### src/rtl/relay_encode_param_if.sv
// Relay encoder link bundle: demodulated input and mode towards the encoder, pulse and frame status back.
// master drives the bitstream side, slave is the encoder itself.
interface relay_encode_param_if;
  logic       mode;
  logic       data_in;
  logic       data_out;
  logic       comm_active;
  logic       frame_done;
  logic       frame_err;
  logic [7:0] sym_count;

  modport master (
    output mode, data_in,
    input  data_out, comm_active, frame_done, frame_err, sym_count
  );

  modport slave (
    input  mode, data_in,
    output data_out, comm_active, frame_done, frame_err, sym_count
  );
endinterface

### src/rtl/relay_encode_param.sv
// Oversampling relay encoder: frames samples into windows and re-emits A/B half-symbols as timed pulses.
// Latency 1 clk from strobe to symbol-A pulse; no backpressure. RELAY_ENCODE_MAJORITY_EN enables a 3-tap glitch filter.
module relay_encode_param #(
  parameter int DIV_LOG2   = 4,
  parameter int WIN        = 8,
  parameter int HALF_PULSE = 64
) (
  input  logic                 clk,
  input  logic                 reset,
  relay_encode_param_if.slave  bus
);
  localparam int H  = WIN / 2;
  localparam int PW = $clog2(WIN);
  localparam int CW = $clog2(2 * HALF_PULSE + 1);

  localparam logic [DIV_LOG2-1:0] PRE_ONE = 1;
  localparam logic [PW-1:0]       PH_ONE  = 1;
  localparam logic [PW-1:0]       PH_LAST = PW'(WIN - 1);
  localparam logic [CW-1:0]       C_ONE   = 1;
  localparam logic [CW-1:0]       HP      = CW'(HALF_PULSE);
  localparam logic [CW-1:0]       HP_M1   = CW'(HALF_PULSE - 1);

  typedef enum logic {IDLE, ACTIVE} state_t;
  state_t state, state_nxt;

  logic [DIV_LOG2-1:0] presc;
  logic [WIN-1:0]      win, w;
  logic [PW-1:0]       phase, phase_nxt;
  logic                marker, marker_nxt, mk_base;
  logic [7:0]          sym_count, sym_nxt, sym_base;
  logic [CW-1:0]       hi_cnt, hi_nxt, dly_cnt, dly_nxt;
  logic                dout, dout_nxt;
  logic                done_q, done_nxt, err_q, err_nxt;
  logic                strobe, s, start, eval;
  logic                ev_end, ev_mark, ev_a, ev_b, ev_err;

  assign strobe = &presc;

`ifdef RELAY_ENCODE_MAJORITY_EN
  // Two history taps plus the live input form the three-sample vote.
  logic [1:0] hist;
  always_ff @(posedge clk) begin
    if (reset) hist <= '0;
    else       hist <= {hist[0], bus.data_in};
  end
  assign s = ((bus.data_in & hist[0]) | (bus.data_in & hist[1]) | (hist[0] & hist[1])) ^ bus.mode;
`else
  assign s = bus.data_in ^ bus.mode;
`endif

  assign w         = {win[WIN-2:0], s};
  assign phase_nxt = (phase == PH_LAST) ? '0 : phase + PH_ONE;
  assign mk_base   = start ? 1'b0 : marker;
  assign sym_base  = start ? 8'd0 : sym_count;

  always_ff @(posedge clk) begin
    if (reset) state <= IDLE;
    else       state <= state_nxt;
  end

  always_comb begin
    start     = 1'b0;
    eval      = 1'b0;
    ev_end    = 1'b0;
    ev_mark   = 1'b0;
    ev_a      = 1'b0;
    ev_b      = 1'b0;
    ev_err    = 1'b0;
    state_nxt = state;
    case (state)
      IDLE:   if (strobe && (w[WIN-1:WIN-2] == 2'b00) && (&w[H-1:0])) begin
                start = 1'b1;
                eval  = 1'b1;
              end
      ACTIVE: eval = strobe && (phase_nxt == '0);
      default: ;
    endcase
    if (eval) begin
      if (&w) begin
        if (mk_base) ev_end  = 1'b1;
        else         ev_mark = 1'b1;
      end
      else if (&w[H-1:0])   ev_a   = 1'b1;
      else if (&w[WIN-1:H]) ev_b   = 1'b1;
      else                  ev_err = 1'b1;
    end
    if (start)           state_nxt = ACTIVE;
    if (ev_end || ev_err) state_nxt = IDLE;
  end

  always_comb begin
    marker_nxt = mk_base;
    if (ev_mark || ev_a) marker_nxt = 1'b1;
    if (ev_b)            marker_nxt = 1'b0;
    sym_nxt = sym_base;
    if ((ev_a || ev_b) && (sym_base != 8'hFF)) sym_nxt = sym_base + 8'd1;
    done_nxt = ev_end;
    err_nxt  = ev_err;
    hi_nxt   = hi_cnt;
    dly_nxt  = dly_cnt;
    dout_nxt = 1'b0;
    // A new symbol or an abort overrides whatever pulse is running; a frame end does not.
    if (ev_a) begin
      dout_nxt = 1'b1;
      hi_nxt   = HP_M1;
      dly_nxt  = '0;
    end
    else if (ev_b) begin
      hi_nxt  = '0;
      dly_nxt = HP;
    end
    else if (ev_err) begin
      hi_nxt  = '0;
      dly_nxt = '0;
    end
    else if (dly_cnt != '0) begin
      dly_nxt = dly_cnt - C_ONE;
      if (dly_cnt == C_ONE) begin
        dout_nxt = 1'b1;
        hi_nxt   = HP_M1;
      end
    end
    else if (hi_cnt != '0) begin
      hi_nxt   = hi_cnt - C_ONE;
      dout_nxt = 1'b1;
    end
  end

  always_ff @(posedge clk) begin
    if (reset) begin
      presc     <= '0;
      win       <= '0;
      phase     <= '0;
      marker    <= 1'b0;
      sym_count <= 8'd0;
      hi_cnt    <= '0;
      dly_cnt   <= '0;
      dout      <= 1'b0;
      done_q    <= 1'b0;
      err_q     <= 1'b0;
    end
    else begin
      presc <= presc + PRE_ONE;
      if (strobe) begin
        win   <= w;
        phase <= start ? '0 : phase_nxt;
      end
      marker    <= marker_nxt;
      sym_count <= sym_nxt;
      hi_cnt    <= hi_nxt;
      dly_cnt   <= dly_nxt;
      dout      <= dout_nxt;
      done_q    <= done_nxt;
      err_q     <= err_nxt;
    end
  end

  assign bus.data_out    = dout;
  assign bus.comm_active = (state == ACTIVE);
  assign bus.frame_done  = done_q;
  assign bus.frame_err   = err_q;
  assign bus.sym_count   = sym_count;
endmodule
### src/flat_wrapper.sv
// flat-port wrapper written by rule: the top's interface ports become plain ports
module relay_encode_param_flat 
#(
  parameter int DIV_LOG2   = 4,
  parameter int WIN        = 8,
  parameter int HALF_PULSE = 64
)
  (clk, reset, bus_mode, bus_data_in, bus_data_out, bus_comm_active, bus_frame_done, bus_frame_err, bus_sym_count);
  relay_encode_param_if bus_i ();
  input  logic clk;
  input  logic reset;
  input wire logic [$bits(bus_i.mode)-1:0] bus_mode;
  input wire logic [$bits(bus_i.data_in)-1:0] bus_data_in;
  output wire logic [$bits(bus_i.data_out)-1:0] bus_data_out;
  output wire logic [$bits(bus_i.comm_active)-1:0] bus_comm_active;
  output wire logic [$bits(bus_i.frame_done)-1:0] bus_frame_done;
  output wire logic [$bits(bus_i.frame_err)-1:0] bus_frame_err;
  output wire logic [$bits(bus_i.sym_count)-1:0] bus_sym_count;
  assign bus_i.mode = bus_mode;
  assign bus_i.data_in = bus_data_in;
  assign bus_data_out = bus_i.data_out;
  assign bus_comm_active = bus_i.comm_active;
  assign bus_frame_done = bus_i.frame_done;
  assign bus_frame_err = bus_i.frame_err;
  assign bus_sym_count = bus_i.sym_count;
  relay_encode_param #(.DIV_LOG2(DIV_LOG2), .WIN(WIN), .HALF_PULSE(HALF_PULSE)) u_core (.clk(clk), .reset(reset), .bus(bus_i));
endmodule
### config.mk
export PLATFORM = sky130hd
export DESIGN_NAME = relay_encode_param_flat
export DESIGN_NICKNAME = d
export VERILOG_FILES = /design/src/rtl/relay_encode_param_if.sv /design/src/rtl/relay_encode_param.sv /design/src/flat_wrapper.sv
export SDC_FILE = /design/constraint.sdc
export NUM_CORES = 1
export LEC_CHECK = 0
export BUFFER_PORTS_ARGS = -buffer_cell sky130_fd_sc_hd__buf_2
export CAP_MARGIN = 20
export CORE_UTILIZATION = 59
export CTS_CLUSTER_SIZE = 28
export DETAILED_ROUTE_END_ITERATION = 10
export MAX_ROUTING_LAYER = met4
export PLACE_DENSITY = 0.77
export SKIP_CTS_REPAIR_TIMING = 1
export SYNTH_ARGS = -nofsm -noshare
export SYNTH_HDL_FRONTEND = slang
export SYNTH_SLANG_ARGS = --single-unit
### constraint.sdc
create_clock -name clk -period 3.4 [get_ports clk]
set_input_delay 0.34 -clock clk [delete_from_list [all_inputs] [get_ports clk]]
set_output_delay 0.34 -clock clk [all_outputs]
set_load 0.02 [all_outputs]
**Word-level counts from Yosys, hierarchy flattened**

Cells that the tools add are included.

- ROM bits: 0
- Output and inout port bits: 12
- Memory bits (writable): 0
- Bits of input ports: 4
- Memories: 0
- Bits in registers: 43
- Bits in latches: 0
- Word-level logic and storage cells: 90

- Equality and inequality tests: 5
- Div/mod/pow operators: 0
- Bitwise gates (word level): 2
- Multiplexer cells: 41
- $lt $le $gt $ge: 0
- Shift-type cells: 0
- $add $sub $neg: 5
- Reductions and logical operators: 24
- Multiply operators: 0

Operators by type and width:

| kind | number |
|---|---|
| $mux W8 | 5 |
| $mux W1 | 27 |
| $mux W7 | 3 |
| $mux W6 | 3 |
| $reduce_bool A8 Y1 | 2 |
| $sub A8 B1 Y8 const B | 2 |
| $reduce_and A4 Y1 | 3 |
| $add A8 B1 Y8 const B | 1 |
| $eq A8 B1 Y1 const B | 1 |
| $ne A8 B8 Y1 const B | 1 |
| $reduce_and A8 Y1 | 1 |
| $mux W3 | 2 |
| $reduce_or A2 Y1 | 3 |
| $ne A5 B2 Y1 const B | 1 |
| $reduce_bool A5 Y1 | 1 |
| $add A4 B1 Y4 const B | 1 |
| $logic_and A1 B1 Y1 | 4 |
| $reduce_and A2 Y1 | 2 |
| $reduce_or A4 Y1 | 1 |
| $add A3 B1 Y3 const B | 1 |
| $eq A3 B3 Y1 const B | 1 |
| $logic_not A3 Y1 | 1 |
| $logic_or A1 B1 Y1 | 3 |
| $reduce_bool A3 Y1 | 1 |
| 6 further kinds | 6 |

**Logic depth before layout (Yosys ltp)**

- Word-level depth: 11
- Mapped depth: 10
- Gate-level depth less buffers: 9

**Least setup slack after synthesis**

No wires, ideal clock.

- Kind: reg-to-reg
- Start: register u_core.presc[0]
- End: register u_core.sym_count[6] (netlist: u_core.bus.sym_count[6])
- Cell stages (with the launch flop): 11
- Arrival: 2.302 ns
- Setup time: 0.070 ns
- Clock period less this slack: 2.372 ns
- Slack: 1.028 ns
- Data required time: 3.330 ns
- Cell sequence: dfxtp_1 > ha_1 > and3_1 > nand4_1 > buf_2 > and2_1 > ha_1 > nand4_1 > o211ai_2 > or4_1 > a21oi_1

- Longest elaborated chain between the ends: 9
- Elaborated cells between the ends (all ways): 15

Ends and longest elaborated chain:

| what | RTL line | text |
|---|---|---|
| start, declared | relay_encode_param.sv:26 | `logic [DIV_LOG2-1:0] presc;` |
| start signal, assigned | relay_encode_param.sv:143 | `presc <= presc + PRE_ONE;` |
| $reduce_and A4 Y1 * | relay_encode_param.sv:37 | `assign strobe = &presc;` |
| parallel branches: the longest is 7 deep, another holds $add A8 B1 Y8 | n/a |  |
| $mux W8 * | relay_encode_param.sv:96 | `if ((ev_a \|\| ev_b) && (sym_base != 8'hFF)) sym_nxt = sym_base + 8'd1;` |
| end signal, assigned | relay_encode_param.sv:149 | `sym_count <= sym_nxt;` |
| end, declared | relay_encode_param.sv:30 | `logic [7:0] sym_count, sym_nxt, sym_base;` |

Mark *: on every way between the ends.
A chain may end at the register's enable or synchronous reset.

**Final worst setup path**

Ends and elaborated chain as after synthesis.

==> impl_results.md <==
* Leak pwr at 1.04 nW
* Cells after synthesis at 245
* Sequential share of power at 38.4%
* Chip Height at between 60 and 70 um
* Post-Place Worst Slack at ~750 ps
* Fill cell count at 308
* Final Setup Violations at 0
* Vias at approximately 1800
* WL/cell at 13.5 um
* P_sw at ~0.56 mW
* HP Class: flip-flop to flip-flop
* Count leader, synth: dfxtp_1
* Top cell type's share of synthesized area at 39.0%
* DRC at 0
* Hold path endpoint: u_core.presc[0]
* IR drop worst, VDD at between 0.3 and 0.4 mV
* Internal Power at 1.13 mW
* Clock slew at reported path FFs at 80 ps
* Initial antenna violation count at 0
* Share of cells above drive strength 1 at 15.6%
* Sw Ratio at about 33%
* Worst-path maximum fanout at 9
* Clock Skew at 4.48 ps
* Setup TNS at 0 ps
* Htree depth at 2
* Combinational power share at 34.2%
* Reg2reg end: u_core.bus.sym_count[6]
* Sequential share of the synthesized area at 39.0%
* Worst path arrival time at 2920 ps
* Crit path setup slack, layout at 701 ps
* Non-Filler Instances at 309
* Post-synthesis mux area share at 0.453%
* Largest family of logic cells by synthesized area: simple AND/OR/NAND/NOR gates
* Status: completed
* Worst Setup End Kind: flip-flop
* Critical R2R Launch: u_core.presc[0]
* Hold violation total from the final report at 0
* Gr usage total at 22.5%
* #FFs+latches synth at 43
* Area contributors post-synth: dfxtp_1 39%, ha_1 5.7%, a21oi_1 4.5%
* Area leader, netlist: dfxtp_1
* CTS max path bufs at 2
* F_max at 371 MHz
* Commonest register cell after synthesis: dfxtp_1
* WS Path Type: flip-flop to flip-flop
* Detail Placement HPWL at 2.98 mm
* Die ar. at roughly 4000 um2
* Area delta synth->final at 11.4%
* Footprint of the multi-input gates at about 1300 um2
* Routed WL at 4.17 mm
* Vias in the first global route at 1544
* Top Ports at 16
* Ant diodes at 0
* Fin. max-slew vios at 0
* Placed cell count at between 300 and 400
* Xor-xnor portion of the synthesized cell area at 6.74%
* Mapped cell area at 2210 um2
* First-pass GRT wire length at 6.98 mm
* HP Start: u_core.presc[0]
* R2R cell count at 9
* Netlist cell types at 54
* Synth Area in Compound Gates at between 10% and 20%
* Synth top cells by count: 43 x dfxtp_1, 25 x nand2_1, 20 x a21oi_1
* Power Dens Cells at 684 nW/um2
* Worst-Margin Slew at 619 ps
* Initial DRT Pass Iterations at 4
* Grt total ovfl at 0
* Syn Area/Cell at 9.02 um2
* RSZ-0062 raised after global routing: false
* CP startpoint: u_core.presc[0]
* Relative slew margins at around 58%
* Horiz. Die Dim at 63.2 um
* Via-to-Cell Ratio at 5.87
* GPL Wtd Cong at 0.826
* Skew-Pair Late Insertion Delay at 290 ps
* Core footprint at 3470 um2
* # nets final at 276
* Post-Syn Nets at 259
* Antenna-violating nets left at 0
* Async SR Flop Fraction at 0%
* CTS tree: done
* Post-synthesis adder-cell area fraction at 5.66%
* # clock sinks at 43
* CTS Buf Count at 5
* Min-Delay Path Depth at 1
* Clk pwr share at a little over a quarter
* Count of warnings emitted by yosys at 0
* Clk root buf: clkbuf_8
* Starting Density at 63.7%
* CP Launch Type: flip-flop
* Post-synth EDFFs at 0
* Cell Rows at 21
* Period utilisation layout at between 70% and 80%
* Drt first-iter violations at 122
* FF-to-FF setup slack at between 700 and 800 ps
* Largest net degree at the start of global routing at 34
* Max-Cap Viols at 0
* IO Port Bufs at 15
* CP Data Required Time at between 3000 and 4000 ps
* FF+latch area at 861 um2
* Tmin final at 2700 ps
* Synth Area in Simple Gates at roughly 28%
## per-layer routing
| metal | vias to the layer above | track usage [%] | share of wire, % |
|---|---|---|---|
| met5 | - | - | 0 |
| met4 | 0 | 8.81 | 0.89 |
| met3 | 4 | 3.99 | 3.0 |
| met2 | 30 | 34.7 | 46 |
| met1 | 853 | 29.3 | 50 |
| li1 | 927 | - | - |
## worst max-delay path, stage by stage (launching register included)
cell	delay [ps]
dfxtp_1	350
ha_1	260
and3_1	230
nand4_1	280
and2_1	280
ha_1	250
nand4_1	180
o211ai_2	220
or4_1	450
a21oi_1	140
## power by group through the flow
stage          combinational [mW]  clock, mW  sequential, mW
3_5_place_dp                0.573          0           0.659
3_3_place_gp                0.572          0           0.658
5_1_grt                     0.651      0.491           0.659
4_1_cts                     0.580      0.474           0.647
2_1_floorplan               0.487          0           0.649
6_report                    0.576      0.461           0.646
## state kept, by name, indices dropped and copies added, names as in the netlist
name,flops
u_core.hi_cnt,8
u_core.presc,4
u_core.win,7
u_core.bus.sym_count,8
u_core.bus.data_out,1
u_core.phase,3
u_core.bus.frame_err,1
u_core.dly_cnt,8
u_core.bus.frame_done,1
u_core.marker,1
u_core.bus.comm_active,1
## kinds of logic (layout without fill, tap and decap cells)
logic type	Yosys count	in the layout
buf+inv	13	31
flops	43	43
compound gates	58	58
mux	1	1
simple gates	103	103
xor+xnor	17	17
fa+ha+maj	10	10
## layout by cell type (no fill, tap or decap), types with 2 or more instances in the layout
| master | netlist | routed |
|---|---|---|
| o21ai_0 | 7 | 7 |
| bufinv_16 | 0 | 2 |
| a221oi_1 | 2 | 2 |
| nor2_1 | 18 | 18 |
| nor3_2 | 3 | 3 |
| nand3_1 | 7 | 7 |
| buf_2 | 1 | 15 |
| and4_1 | 2 | 2 |
| nand2b_1 | 2 | 2 |
| ha_1 | 10 | 10 |
| nand4_1 | 6 | 6 |
| nor4_1 | 3 | 3 |
| inv_1 | 6 | 6 |
| clkbuf_8 | 0 | 5 |
| nor2b_1 | 3 | 3 |
| a21oi_1 | 20 | 20 |
| xor2_1 | 6 | 6 |
| a211oi_1 | 11 | 11 |
| o31ai_1 | 2 | 2 |
| nand2_1 | 25 | 25 |
| or3_1 | 3 | 3 |
| nor4_4 | 2 | 2 |
| nor3_1 | 8 | 8 |
| a41o_1 | 2 | 2 |
| or4_1 | 2 | 2 |
| xnor2_1 | 11 | 11 |
| and2_1 | 2 | 2 |
| and3_1 | 5 | 5 |
| a311oi_1 | 2 | 2 |
| dfxtp_1 | 43 | 43 |
| nor2_2 | 2 | 2 |
| buf_4 | 0 | 2 |
## final cells by class
cell class / count / share of cell area [%]
clock buffer: 6 / 2.95
clock inverter: 2 / 2.44
inverter: 6 / 0.915
multi-input combinational: 189 / 52.7
sequential: 43 / 35.0
tap: 46 / 2.34
timing repair buffer: 17 / 3.66
## stage by stage
step	area [um2]	hold WS (ps)	power, mW	util (%)
floorplan	2210	418	1.14	-
global route	2460	490	1.80	71.0
detailed placement	2330	437	1.23	67.1
global placement	2330	431	1.23	67.1
finish	2460	450	1.68	71.0
CTS	2460	451	1.70	71.0
## how the worst max path moves through the flow
stage / cells after the start / to
after global placement: 9 / u_core.bus.sym_count[6]
after detailed placement: 9 / u_core.bus.sym_count[6]
final: 9 / u_core.bus.sym_count[6]
after floorplan: 10 / u_core.bus.sym_count[6]
after CTS: 9 / u_core.bus.sym_count[6]
after global routing: 9 / u_core.bus.sym_count[6]
No activity file was read; power rests on OpenSTA's default activity.
